--- config.mk ---
export PLATFORM = sky130hd
export DESIGN_NAME = iterative_roll_right
export DESIGN_NICKNAME = d
export VERILOG_FILES = /design/src/rtl/iterative_roll_right.sv
export SDC_FILE = /design/constraint.sdc
export NUM_CORES = 1
export LEC_CHECK = 0
export BUFFER_PORTS_ARGS = -buffer_cell sky130_fd_sc_hd__buf_2
export CAP_MARGIN = 25
export CORE_UTILIZATION = 50
export DETAILED_ROUTE_END_ITERATION = 8
export PLACE_DENSITY = 0.75
export REMOVE_ABC_BUFFERS = 1
export SYNTH_ARGS = -nofsm -noshare
export SYNTH_HDL_FRONTEND = slang
export SYNTH_SLANG_ARGS = --single-unit
--- constraint.sdc ---
create_clock -name clk -period 2.2 [get_ports clk]
set_input_delay 0.44 -clock clk [delete_from_list [all_inputs] [get_ports clk]]
set_output_delay 0.44 -clock clk [all_outputs]
set_load 0.005 [all_outputs]
--- src/rtl/iterative_roll_right.sv ---
// -----------------------------------------------------------------------------
// iterative_roll_right
//
// Multi-cycle rotate-right engine with valid/ready handshakes on both sides.
// A word and a shift amount are accepted in IDLE. The word is rotated right
// one position per cycle in ROLL, or four positions per cycle while at least
// four remain when ROLL_BY4_EN is defined. The finished word is then held in
// HOLD until the downstream stage takes it.
//
// Optional feature macro: ROLL_BY4_EN (adds the rotate-by-4 fast step).
//
// Ports
//   clk        rising-edge clock
//   rst        synchronous, active-high reset
//   in_valid   inData/shamt valid
//   in_ready   engine can accept a word (IDLE), registered
//   inData     word to rotate
//   shamt      rotate-right amount, 0..WIDTH-1
//   out_valid  outData holds a finished result (HOLD), registered
//   out_ready  downstream accepts outData
//   outData    rotated word, registered; keeps its last value in IDLE
//   busy       high in ROLL or HOLD, registered
// -----------------------------------------------------------------------------
module iterative_roll_right #(
  parameter int WIDTH   = 16,
  parameter int SHAMT_W = 4
) (
  input  logic               clk,
  input  logic               rst,
  input  logic               in_valid,
  output logic               in_ready,
  input  logic [WIDTH-1:0]   inData,
  input  logic [SHAMT_W-1:0] shamt,
  output logic               out_valid,
  input  logic               out_ready,
  output logic [WIDTH-1:0]   outData,
  output logic               busy
);

  typedef enum logic [1:0] {
    IDLE = 2'd0,
    ROLL = 2'd1,
    HOLD = 2'd2
  } state_t;

  state_t             state;
  logic [WIDTH-1:0]   data_r;
  logic [SHAMT_W-1:0] count;

  // One rotation step: the data and remaining count after this cycle.
  logic [WIDTH-1:0]   step_data;
  logic [SHAMT_W-1:0] step_count;

  always_comb begin
    step_data  = {data_r[0], data_r[WIDTH-1:1]};
    step_count = count - SHAMT_W'(1);
`ifdef ROLL_BY4_EN
    if (count >= SHAMT_W'(4)) begin
      step_data  = {data_r[3:0], data_r[WIDTH-1:4]};
      step_count = count - SHAMT_W'(4);
    end
`endif
  end

  // The handshake flags are registered alongside the state so they change
  // exactly on the edge that changes state.
  always_ff @(posedge clk) begin
    if (rst) begin
      state     <= IDLE;
      data_r    <= '0;
      count     <= '0;
      outData   <= '0;
      in_ready  <= 1'b1;
      out_valid <= 1'b0;
      busy      <= 1'b0;
    end else begin
      case (state)
        IDLE: begin
          if (in_valid && in_ready) begin
            data_r   <= inData;
            count    <= shamt;
            in_ready <= 1'b0;
            busy     <= 1'b1;
            if (shamt == '0) begin
              // Nothing to rotate: the input is the result.
              state     <= HOLD;
              outData   <= inData;
              out_valid <= 1'b1;
            end else begin
              state <= ROLL;
            end
          end
        end

        ROLL: begin
          data_r <= step_data;
          count  <= step_count;
          // Leave on the step that exhausts the count, so count never wraps.
          if (step_count == '0) begin
            state     <= HOLD;
            outData   <= step_data;
            out_valid <= 1'b1;
          end
        end

        HOLD: begin
          // in_ready rises only after this edge, so a word cannot be taken
          // in the same cycle as the output handshake.
          if (out_ready) begin
            state     <= IDLE;
            out_valid <= 1'b0;
            in_ready  <= 1'b1;
            busy      <= 1'b0;
          end
        end

        default: begin
          state     <= IDLE;
          out_valid <= 1'b0;
          in_ready  <= 1'b1;
          busy      <= 1'b0;
        end
      endcase
    end
  end

endmodule
# Word level (Yosys, flattened, before mapping)
# Index checks and enable logic that the tools add are counted.
[word_totals]
output_inout_bits = 19
regBits = 41
input_bits = 24
[op_classes]
mux = 23
addsub = 1
n_reduce_logical = 10
eq_ne = 6
n_bitwise = 1
[op_table]
columns = ["cell", "count"]
rows = [
  ["$mux W16", 4],
  ["$pmux W16 S2", 2],
  ["$pmux W1 S3", 3],
  ["$logic_not A4 Y1", 2],
  ["$mux W2", 4],
  ["$ne A2 B2 Y1 const B", 4],
  ["$pmux W4 S2", 1],
  ["$reduce_and A4 Y1", 2],
  ["$mux W1", 7],
  ["$pmux W2 S3", 1],
  ["$reduce_and A3 Y1", 2],
  ["$mux W4", 1],
  ["$sub A4 B1 Y4 const B", 1],
  ["$eq A2 B1 Y1 const B", 1],
  ["$eq A2 B2 Y1 const B", 1],
  ["$logic_not A2 Y1", 1],
  ["$reduce_and A2 Y1", 1],
  ["$reduce_bool A2 Y1", 1],
  ["$logic_and A1 B1 Y1", 1],
  ["$not A1 Y1", 1],
]

# Logic depth before layout (Yosys ltp)
[depth]
ltp_word = 4
ltp_mapped = 8
mapped_depth_nobuf = 6

# Least setup slack after synthesis
# Ideal clock, no wire load.
[synth_path]
path_kind = "input port to flip-flop"
startpoint = "input shamt[2]"
endpoint = "register outData[10]"
setup_time_ns = 0.134
t_required_ns = 2.066
arrival_time_ns = 1.817
stages = 6
n_path_buf = 2
path_slack_ns = 0.249
path_cell_list = "or4_4 a211oi_4 and2_1 buf_6 buf_6 a211oi_1"
[synth_via]
elab_chain_len = 3
[synth_lines]
columns = ["item", "line", "rtl"]
rows = [
  ["start: declaration", "33", "input logic [SHAMT_W-1:0] shamt,"],
  ["$logic_not A4 Y1", "84", "if (shamt == '0) begin"],
  ["$ne A2 B2 Y1 (no line)", "--", ""],
  ["$reduce_and A4 Y1 (no line)", "--", ""],
  ["end signal: assignment", "87", "outData <= inData;"],
  ["end signal: assignment", "101", "outData <= step_data;"],
  ["end: declaration", "36", "output logic [WIDTH-1:0] outData,"],
]
# No other way between the ends.
# A chain may end at the register's enable or synchronous reset.

# Worst setup path after layout
[layout_path]
startpoint = "register count[0]"
endpoint = "register outData[4]"
[layout_via]
elab_chain_len = 4
[layout_lines]
columns = ["item", "line", "rtl"]
rows = [
  ["start: declaration", "48", "logic [SHAMT_W-1:0] count;"],
  ["start signal: assignment", "81", "count <= shamt;"],
  ["start signal: assignment", "97", "count <= step_count;"],
  ["$sub A4 B1 Y4", "56", "step_count = count - SHAMT_W'(1);"],
  ["$logic_not A4 Y1", "99", "if (step_count == '0) begin"],
  ["$ne A2 B2 Y1 (no line)", "--", ""],
  ["$reduce_and A4 Y1 (no line)", "--", ""],
]
# No other way between the ends.

==> results_dict.tcl <==
set metrics [dict create \
    hold_path_class "in -> reg" \
    yosysWarningCount 0 \
    gp_congestion 0.724 \
    min_period_over_period 0.830 \
    grt_usage 0.213 \
    grt_pass1_wl_mm 5.87 \
    setup_viol 0 \
    relSlewSlack 0.570 \
    ctsResizeCount 0 \
    fmax_mhz 548 \
    dp_hpwl_mm 2.57 \
    postCtsSetupRepairBufs 0 \
    grt_pass1_vias 1315 \
    final_cell_area_mm2 0.00212 \
    synth_area_per_cell_um2 9.38 \
    grt-ovfl-total 0 \
    p_sw_frac 0.330 \
    worst-setup-path-type "reg -> reg" \
    slew_violations 0 \
    wl_per_cell_um 13.5 \
    cp_max_fo 17 \
    skew_ns 0.0113 \
    fillerInstances 334 \
    p_switching_mw 0.724 \
    p_leak_nw 0.955 \
    drv_cap 0 \
    status "finished clean" \
    io_buffers 42 \
    hold_buffers 0 \
    finalPower_mw 2.20 \
    die_area_mm2 0.00381 \
    final-hold-violation-count 0 \
    yosysSeqAreaShare 0.461 \
    postRouteAntennaNets 0 \
    syn2layout_area_growth_pct 19.0 \
    clockBufferDepth 2 \
    clk_pin_slew_ns 0.11 \
    cts_buffers 5 \
    core_mm2 0.00336 \
    antenna_cells 0 \
    fp.dieH_um 61.7 \
    dr_total_vias 1510 \
    first_iter_violations 61 \
    rows 21 \
    worst_pin_slew_ns 0.645 \
    syn_area_mm2 0.00178 \
    num_io_pins 43 \
    arrival_ns 2.09 \
    layout_common_cells "42 x buf_2, 41 x dfxtp_1, 35 x a211oi_1" \
    synth.ff_latch_count 41 \
    crit_path_start_kind "flip-flop" \
    p_int_mw 1.47 \
    required_ns 2.47 \
    place_area_mm2 0.00203 \
    cts_tree "done" \
    antenna_found_initial 0 \
    start_util 0.530 \
    synth.distinct_cells 30 \
    fin_ws_ns 0.375 \
    reg2reg_slack_ns 0.38 \
    clock_power_share 0.236 \
    drive_above_1_share 0.268 \
    post-route-drc-count 0 \
    grt_max_degree 30 \
    final_common_cell "buf_2" \
    die_x_um 61.7 \
    dp_slack_ns 0.168 \
    clk_latency_ns 0.36 \
    p_comb_frac 0.320 \
    power_frac_seq 0.444 \
    ir_drop_v 0.000551 \
    synth_cells 190 \
    rsz0062_at_grt "false" \
    cts_num_sinks 41 \
    power.density_mw_per_mm2 1040 \
    clockRootBuffer "clkbuf_4" \
    htreeDepth 2 \
    fin_crit_ns 1.82 \
    via_per_inst 5.45 \
    drtPass1Iterations 4 \
    nNetsFinal 256 \
    wl_mm 3.75 \
    cp-end-kind "flip-flop" \
]
[synth_stat cells, drive strengths merged]
cell type	number	area, um^2
or4	2	18.8
nor3	1	5.00
o31ai	1	7.51
xnor2	1	8.76
a21boi	1	7.51
inv	4	15.0
clkbuf	9	33.8
nand2	7	26.3
a21oi	24	120
o211ai	1	7.51
a211oi	36	283
ha	2	25.0
a31oi	1	6.26
a221oi	1	8.76
a311oi	1	8.76
and2	1	6.26
nor2	22	82.6
buf	9	63.8
o21bai	2	15.0
o21ai	2	10.0
dfxtp	41	821
and3b	1	8.76
o21ba	1	10.0
mux2i	16	160
o22ai	1	6.26
a41o	1	10.0
nand2b	1	6.26
[per-stage QoR]
stage / std cells / hold WS, ns / util / TNS [ns]
3_3_place_gp: 269 / 0.457 / 0.605 / 0
6_report: 277 / 0.358 / 0.630 / 0
3_5_place_dp: 269 / 0.468 / 0.605 / 0
4_1_cts: 277 / 0.355 / 0.630 / 0
2_1_floorplan: 172 / 0.460 / - / -4.25
5_1_grt: 277 / 0.359 / 0.630 / 0
[final cells by class]
cell class	instances	area (um^2)	area share
clock inverters	1	30.0	0.0142
flip-flops and latches	41	821	0.387
clock buffers	7	55.1	0.0260
multi-input cells	127	851	0.401
well taps	46	57.6	0.0272
inverters	4	15.0	0.00708
repair buffers	51	290	0.137
[registers in the layout, indices dropped and copies added (netlist names)]
register / count
state: 2
outData: 16
data_r: 16
out_valid: 1
in_ready: 1
busy: 1
count: 4
[power by group through the flow]
stage / logic [mW] / clock network (mW) / registers, mW
floorplan: 0.455 / 0 / 0.989
global placement: 0.692 / 0 / 0.987
detailed placement: 0.705 / 0 / 0.990
CTS: 0.707 / 0.526 / 0.974
global route: 0.791 / 0.551 / 0.990
finish: 0.703 / 0.518 / 0.975
[cell families after synthesis]
| kind of cell | share of synthesized area |
|---|---|
| and+or+nand+nor | 0.0864 |
| xor gates and xnor gates | 0.00492 |
| muxes | 0.0899 |
| AOI/OAI and AO/OA | 0.281 |
| adders and majority gates | 0.0140 |
| buffers and inverters | 0.0632 |
| DFF | 0.461 |
[metal layers]
metal,vias to the layer above,part of all wire,track usage,routed length [um]
li1,775,-,-,-
met1,699,0.49,0.270,1830
met2,28,0.46,0.347,1730
met3,8,0.035,0.0559,132
met4,0,0.016,0.0857,61
met5,-,0,0,0
[worst max-delay path, cell delays in order, from the launching register on]
cell	delay [ns]
dfxtp_1	0.37
or4_1	0.54
a41o_1	0.27
and2_1	0.14
buf_4	0.19
a211oi_1	0.24
[worst paths after layout]
| check | startpoint | end | cells after the start |
|---|---|---|---|
| hold reg to reg | busy | busy | 2 |
| setup / recovery | count[0] | outData[4] | 5 |
| hold / removal | out_ready | in_ready | 3 |
| setup reg to reg | count[0] | outData[4] | 5 |
Note: power is estimated with default switching activity, not from simulation.
